File: src/rtl/rr_grant_arbiter_pkg.sv
// Shared types and helpers for the round-robin grant arbiter.
// Requester count, grant-id width, FSM state encoding and one-hot decode.
package arb_pkg;

   localparam int unsigned N_REQ = 4;
   localparam int unsigned ID_W  = 2;

   typedef enum logic {
      ST_IDLE,
      ST_GRANT
   } state_t;

   function automatic logic [N_REQ-1:0] onehot(input logic [ID_W-1:0] id);
      logic [N_REQ-1:0] r;
      r     = '0;
      r[id] = 1'b1;
      return r;
   endfunction

endpackage

File: src/rtl/rr_grant_arbiter_pick.sv
// Rotating priority encoder: picks the first set request after ptr,
// wrapping so that ptr itself is examined last.
module rr_pick
   import arb_pkg::*;
(
   input  logic [N_REQ-1:0] req,
   input  logic [ID_W-1:0]  ptr,
   output logic [ID_W-1:0]  id,
   output logic             any
);

   logic [ID_W-1:0]    s;
   logic [2*N_REQ-1:0] dbl;
   logic [N_REQ-1:0]   rot;
   logic [ID_W-1:0]    enc;
   logic               found;

   always_comb begin
      s     = ptr + ID_W'(1);
      dbl   = {req, req};
      rot   = dbl[s +: N_REQ];
      enc   = '0;
      found = 1'b0;
      // Lowest rotated bit wins; rotation puts ptr+1 at bit 0.
      for (int unsigned i = 0; i < N_REQ; i++) begin
         if (rot[i] && !found) begin
            enc   = ID_W'(i);
            found = 1'b1;
         end
      end
      id  = enc + s;
      any = |req;
   end

endmodule

File: src/rtl/rr_grant_arbiter.sv
// Round-robin arbiter for 4 requesters with grant hold and optional
// preemption after MAX_HOLD consecutive cycles.
module rr_grant_arbiter
   import arb_pkg::*;
#(
   parameter int unsigned MAX_HOLD = 8
) (
   input  logic             clk,
   input  logic             rst,
   input  logic [N_REQ-1:0] req,
   output logic [N_REQ-1:0] grant,
   output logic [ID_W-1:0]  grant_id,
   output logic             busy,
   output logic             timeout
);

   localparam int unsigned HW        = (MAX_HOLD > 0) ? $clog2(MAX_HOLD + 1) : 1;
   localparam int unsigned HOLD_LAST = (MAX_HOLD > 0) ? MAX_HOLD - 1 : 0;
   localparam int unsigned HOLD_SAT  = (MAX_HOLD > 0) ? MAX_HOLD : 0;

   state_t          state;
   logic [ID_W-1:0] ptr;
   logic [HW-1:0]   hold_cnt;
   logic [ID_W-1:0] pick_id;
   logic            pick_any;
   logic            holder_req;
   logic            hold_last;
   logic            do_pick;

   rr_pick u_pick (
      .req (req),
      .ptr (ptr),
      .id  (pick_id),
      .any (pick_any)
   );

   // ptr always equals the current holder while granted, so one picker
   // serves idle arbitration, release hand-off and preemption alike.
   always_comb begin
      holder_req = req[grant_id];
      hold_last  = (MAX_HOLD > 0) && (hold_cnt == HW'(HOLD_LAST));
      do_pick    = (state == ST_IDLE) || !holder_req || hold_last;
   end

   always_ff @(posedge clk) begin
      if (rst) begin
         state    <= ST_IDLE;
         grant    <= '0;
         grant_id <= '0;
         busy     <= 1'b0;
         timeout  <= 1'b0;
         ptr      <= '1;
         hold_cnt <= '0;
      end else begin
         timeout <= 1'b0;
         if (do_pick) begin
            if (pick_any) begin
               state    <= ST_GRANT;
               grant    <= onehot(pick_id);
               grant_id <= pick_id;
               busy     <= 1'b1;
               ptr      <= pick_id;
               hold_cnt <= '0;
               timeout  <= (state == ST_GRANT) && holder_req;
            end else begin
               state    <= ST_IDLE;
               grant    <= '0;
               grant_id <= '0;
               busy     <= 1'b0;
               hold_cnt <= '0;
            end
         end else if (hold_cnt != HW'(HOLD_SAT)) begin
            hold_cnt <= hold_cnt + HW'(1);
         end
      end
   end

endmodule

File: config.mk
export PLATFORM = sky130hd
export DESIGN_NAME = rr_grant_arbiter
export DESIGN_NICKNAME = d
export VERILOG_FILES = /design/src/rtl/rr_grant_arbiter_pkg.sv /design/src/rtl/rr_grant_arbiter_pick.sv /design/src/rtl/rr_grant_arbiter.sv
export SDC_FILE = /design/constraint.sdc
export NUM_CORES = 1
export LEC_CHECK = 0
export BUFFER_PORTS_ARGS = -buffer_cell sky130_fd_sc_hd__buf_2
export CORE_UTILIZATION = 52
export DETAILED_ROUTE_END_ITERATION = 10
export PLACE_DENSITY = 0.75
export SLEW_MARGIN = 40
export SYNTH_ARGS = -nofsm -noshare
export SYNTH_HDL_FRONTEND = slang
export SYNTH_SLANG_ARGS = --single-unit
File: constraint.sdc
create_clock -name clk -period 2.6 [get_ports clk]
set_input_delay 0.26 -clock clk [delete_from_list [all_inputs] [get_ports clk]]
set_output_delay 0.26 -clock clk [all_outputs]
set_load 0.005 [all_outputs]
==> flow_summary.toml, run 1 <==
[placement]
io_buffers = 13
gp_congestion = 0.740
dp_hpwl_mm = 1.13
dp_slack_ns = 0.407

[floorplan]
core_mm2 = 0.00133
die_w_um = 40.3
die_height_um = 40.3
die_area_mm2 = 0.00162
pin_count = 14
initial_core_util_pct = 57.1
num_rows = 13

[global_route]
met2_usage_pct = 37.1
track_usage_pct = 20.9
use_met1_pct = 23.2
antenna_found_initial = 0
top_usage_layer = "met2"
use_met3_pct = 8.33
grt_overflow = 0
grt_max_degree = 12
grt_pass1_vias = 536
grt_first_pass_wirelength_mm = 2.19

[finish]
antennaDiodeCount = 0
final_layout_size_suffix_gt1_share_pct = 21.2
nets = 114
syn_to_final_growth_pct = 13.0

[detailed_routing]
wire_per_inst_um = 12.1
drc = 0
drt_iter0_markers = 9
routed_wl_mm = 1.45
final_antenna_net_count = 0
vias_per_cell = 5.32
num_vias = 633
drtPass1Iterations = 6

[yosys]
yosysUniqueCellTypes = 32
synth_largest_area_cell = "dfxtp_1"
synth_top_area_share_pct = 36.8
synth_nets = 99
synthArstFlopShare_pct = 0
avgSynthCellArea_um2 = 8.47
synth_edf_count = 0
synthCells = 90
yosys_warnings = 0
synthTopCellsByArea = "dfxtp_1 (37%), nand2_1 (6.9%), ha_1 (4.9%)"
syn_area_um2 = 762
dominantRegCellSynth = "dfxtp_1"
yosysSeqAreaShare_pct = 36.8
synth-seq-cells = 14
synth_commonest_cells = "dfxtp_1 (14), nand2_1 (14), nor2_1 (10)"

[clock_network]
cts_resized = 0
clock-sinks = 14
ctsHtreeMaxLevel = 1
clk_latency_ns = 0.28
cts_hold_buffers = 0
cts_max_path_buffers = 2
post-cts-setup-buffer-count = 0
clock-root-buffer = "clkbuf_4"
cts_tree = "built"
cts_buffers = 3
cts.clk_slew.worst_paths_ns = 0.08

[timing]
period_needed_ns = 2.21
postLayoutSetupSlackWorst_ns = 0.394
hold_viol = 0
final-max-slew-violation-count = 0
rsz0062_at_grt = "false"
fmax_mhz = 453
max_slew_margin_pct = 72.5
timing.hold.ws_ns = 0.218
fin_tns_setup_ns = 0
skew_ns = 0.00383
post-route-period-util_pct = 84.9
tightest_slew_ns = 0.411
setup_viol = 0

[power]
total_power_w = 0.000855
internal_power_w = 0.000525
p_comb_share_pct = 45.3
pwr-share-seq_pct = 36.5
peakVddDrop_mv = 0.513
power.density_mw_per_mm2 = 994
p_leak_nw = 0.372
p_clk_share_pct = 18.1
switching_power_w = 0.000331
swShare_pct = 38.7

[critical_path]
cp-start-kind = "register"
critPathMaxFanout = 11
end_kind = "register"
crit_arrival_ns = 2.43
crit_required_ns = 2.83
path_class = "reg -> reg"

[status]
status = "completed"

[job]
drv_cap = 0

[worst_hold_path]
hold_path.class = "in -> reg"
## sequential cells by signal, indices dropped and copies added, names as in the netlist
name / count
grant: 4
grant_id: 2
hold_cnt: 4
ptr: 2
state: 1
timeout: 1
## per-stage QoR
step	instance area [um^2]	cells	utilization, %
final	861	119	64.5
after global routing	861	119	64.5
after CTS	861	119	64.5
after detailed placement	825	115	61.8
after global placement	825	115	61.8
after floorplan	762	90	-
## final cells by class
class	instances	area, um^2
Sequential cell	14	280
Fill cell	123	473
Clock buffer	4	36.3
Tap cell	15	18.8
Multi-Input combinational cell	69	445
Timing Repair Buffer	13	65.1
Inverter	4	15.0
## layout by cell type, fill, tap and decap left out, types with 2 or more instances in the layout
cell | Yosys | final
ha_1 | 3 | 3
nor2_1 | 10 | 10
o21ai_0 | 7 | 7
buf_2 | 2 | 13
clkbuf_4 | 0 | 3
a21oi_1 | 2 | 2
xor2_1 | 2 | 2
o21a_1 | 2 | 2
inv_1 | 4 | 4
nand3_1 | 2 | 2
dfxtp_1 | 14 | 14
o211ai_1 | 3 | 3
xnor2_1 | 4 | 4
mux2i_1 | 2 | 2
a32o_1 | 2 | 2
nand2_1 | 14 | 14
## path summary, 6_finish.rpt
path                            endpoint  cells after the start     start  slack [ns]
worst max register to register  grant[0]                     10    ptr[0]        0.39
worst max-delay path            grant[0]                     10    ptr[0]        0.39
worst min register to register  grant[1]                      2  grant[1]        0.46
worst min-delay path               state                      2       rst        0.22
## worst max-delay path, cell delays in order, from the launching register on
cell,delay (ns)
dfxtp_1,0.50
inv_1,0.13
nand2_1,0.08
o221ai_1,0.10
o21ai_0,0.09
nand3_1,0.10
ha_1,0.19
xnor2_1,0.13
xnor2_1,0.28
xor2_1,0.33
a32o_1,0.22
## power groups by stage
| stage | clock network [W] | registers [W] | logic (W) |
|---|---|---|---|
| 6_report | 0.000155 | 0.000312 | 0.000388 |
| 3_3_place_gp | 0 | 0.000316 | 0.000377 |
| 5_1_grt | 0.000175 | 0.000325 | 0.000431 |
| 2_1_floorplan | 0 | 0.000298 | 0.000309 |
| 3_5_place_dp | 0 | 0.000318 | 0.000390 |
| 4_1_cts | 0.000159 | 0.000313 | 0.000393 |
## cell families after synthesis
kind of cell    Yosys count  synth area share, %
compound gates           23                 21.5
xor+xnor                  6                 6.90
fa+ha+maj                 3                 4.93
buf+inv                   7                 4.76
flops                    14                 36.8
mux                       3                 4.11
simple gates             34                 21.0
## metal layers
metal	up-vias	part of all wire, %
met5	-	0
met4	0	0
li1	343	-
met3	0	2.7
met2	8	50
met1	282	47
Note: power is estimated with default switching activity, not from simulation.
==> run 2: changes to the inputs <==
Settings changed: CORE_UTILIZATION 52 to 47, PLACE_DENSITY 0.75 to 0.72.
Clock period 2.6 ns to 1.9 ns, I/O delays scaled along.
==> flow_summary.toml, run 2 (synthesis gave the netlist of run 1 again) <==
[finish]
antennaDiodeCount = 0
mostFrequentLayoutCells = "nand2_1 (14), dfxtp_1 (13), buf_2 (13)"
regArea_um2 = 284
multi_input_area_um2 = 531
syn_to_final_growth_pct = 33.7
layout_commonest_cell = "nand2_1"
num-fill-cells = 123
nets = 123
final_layout_size_suffix_gt1_share_pct = 34.5
largestRegisters = "grant (4), hold_cnt (4)"
fin_area_mm2 = 0.00102

[critical_path]
end_kind = "register"
cp_top_family = "simple AND/OR/NAND/NOR gates"
cp-start-kind = "register"
crit_top_cell = "xnor2_4"
crit_path_max_incr_delay_ns = 0.48
crit_buf_inv = 0
path_class = "reg -> reg"
crit_path_top_delay_cell = "or4_4"
crit_required_ns = 2.09
crit_arrival_ns = 2.12
cp_cell_sequence = "or4_4, nand3_2, ha_4, xnor2_4, xnor2_4, xor2_2, a32o_1"
critPathMaxFanout = 7

[worst_hold_path]
hold_path.class = "in -> reg"

[timing]
fin_tns_setup_ns = -0.0391
hold_viol = 0
max_slew_margin_pct = 72.1
tightest_slew_ns = 0.417
setup_viol = 2
final-max-slew-violation-count = 0
period_needed_ns = 1.93
skew_ns = 0.0148
post-route-period-util_pct = 102
fmax_mhz = 517
postLayoutSetupSlackWorst_ns = -0.0350
rsz0062_at_grt = "true"

[detailed_routing]
routed_wl_mm = 1.61
drc = 0
final_antenna_net_count = 0
vias_per_cell = 5.49
wire_per_inst_um = 12.4
drt_iter0_markers = 10
drtPass1Iterations = 4
num_vias = 708

[clock_network]
cts.clk_slew.worst_paths_ns = 0.09
cts_max_path_buffers = 2
clock-sinks = 14
ctsHtreeMaxLevel = 1
cts_tree = "built"
cts_hold_buffers = 0
cts_buffers = 3
clock-root-buffer = "clkbuf_4"
clk_latency_ns = 0.29

[floorplan]
die_area_mm2 = 0.00179
initial_core_util_pct = 50.6
die_height_um = 42.3
pin_count = 14
die_w_um = 42.3
num_rows = 14
core_mm2 = 0.00151

[placement]
placed_area_um2 = 911
gp_congestion = 0.740
dp_hpwl_mm = 1.25
io_buffers = 13

[power]
peakVddDrop_mv = 0.829
total_power_w = 0.00150
power.density_mw_per_mm2 = 1480
p_leak_nw = 0.442

[global_route]
grt_first_pass_wirelength_mm = 2.86
grt_pass1_vias = 733
grt_max_degree = 9
antenna_found_initial = 0
track_usage_pct = 21.1
grt_overflow = 0

[job]
drv_cap = 0

[status]
status = "finished, violations left"
violations = "negative setup slack"
## run 2: cell count changes in the layout (fill, tap and decap cells not counted), sizes merged
cell	delta
buf	+9
## run 2: per-stage QoR
step / util (%) / std cells / setup slack (ns) / hold slack (ns)
6_report: 67.6 / 129 / -0.0350 / 0.147
3_5_place_dp: 60.5 / 125 / -0.0857 / 0.441
2_1_floorplan: - / 90 / 0.0141 / 0.278
4_1_cts: 63.5 / 129 / -0.0446 / 0.143
5_1_grt: 67.6 / 129 / -0.101 / 0.147
3_3_place_gp: 60.5 / 125 / -0.0397 / 0.435
## run 2: area by class of cell
class	count	share of cell area, %
tap	16	1.97
timing repair buffer	22	13.0
clock buffer	4	3.56
multi-input combinational	69	52.1
sequential	14	27.9
inverter	4	1.47
## run 2: what timing repair did
item | in CTS | in global routing
gates resized for setup | 2 | 11
pin swaps | 2 | 4
endpoints found under the setup margin | 6 | 6
buffers inserted | 0 | 1
## run 2: per-layer routing
metal	share of wire, %	wire length, um	GRT usage (%)	up-vias
li1	-	-	-	362
met4	0.56	9	10.0	0
met5	0	0	0	-
met3	4.4	70	6.90	2
met2	53	853	36.3	10
met1	42	672	23.0	334
## run 2: power breakdown
group / total (W) / switching (W) / internal [W]
sequential: 0.000423 / 0.0000580 / 0.000365
combinational: 0.000868 / 0.000411 / 0.000457
clock: 0.000213 / 0.0000961 / 0.000117
## run 2: worst min-delay path, stage by stage
cell	delay (ns)
buf_2	0.12
a21oi_1	0.04
o21ai_0	0.05
## run 2: worst paths after layout
kind / cells after the start / startpoint / slack [ns] / endpoint
setup / recovery: 7 / ptr[0] / -0.03 / grant[0]
hold reg to reg: 2 / grant[1] / 0.45 / grant[1]
hold / removal: 3 / rst / 0.15 / ptr[1]
setup reg to reg: 7 / ptr[0] / -0.03 / grant[0]
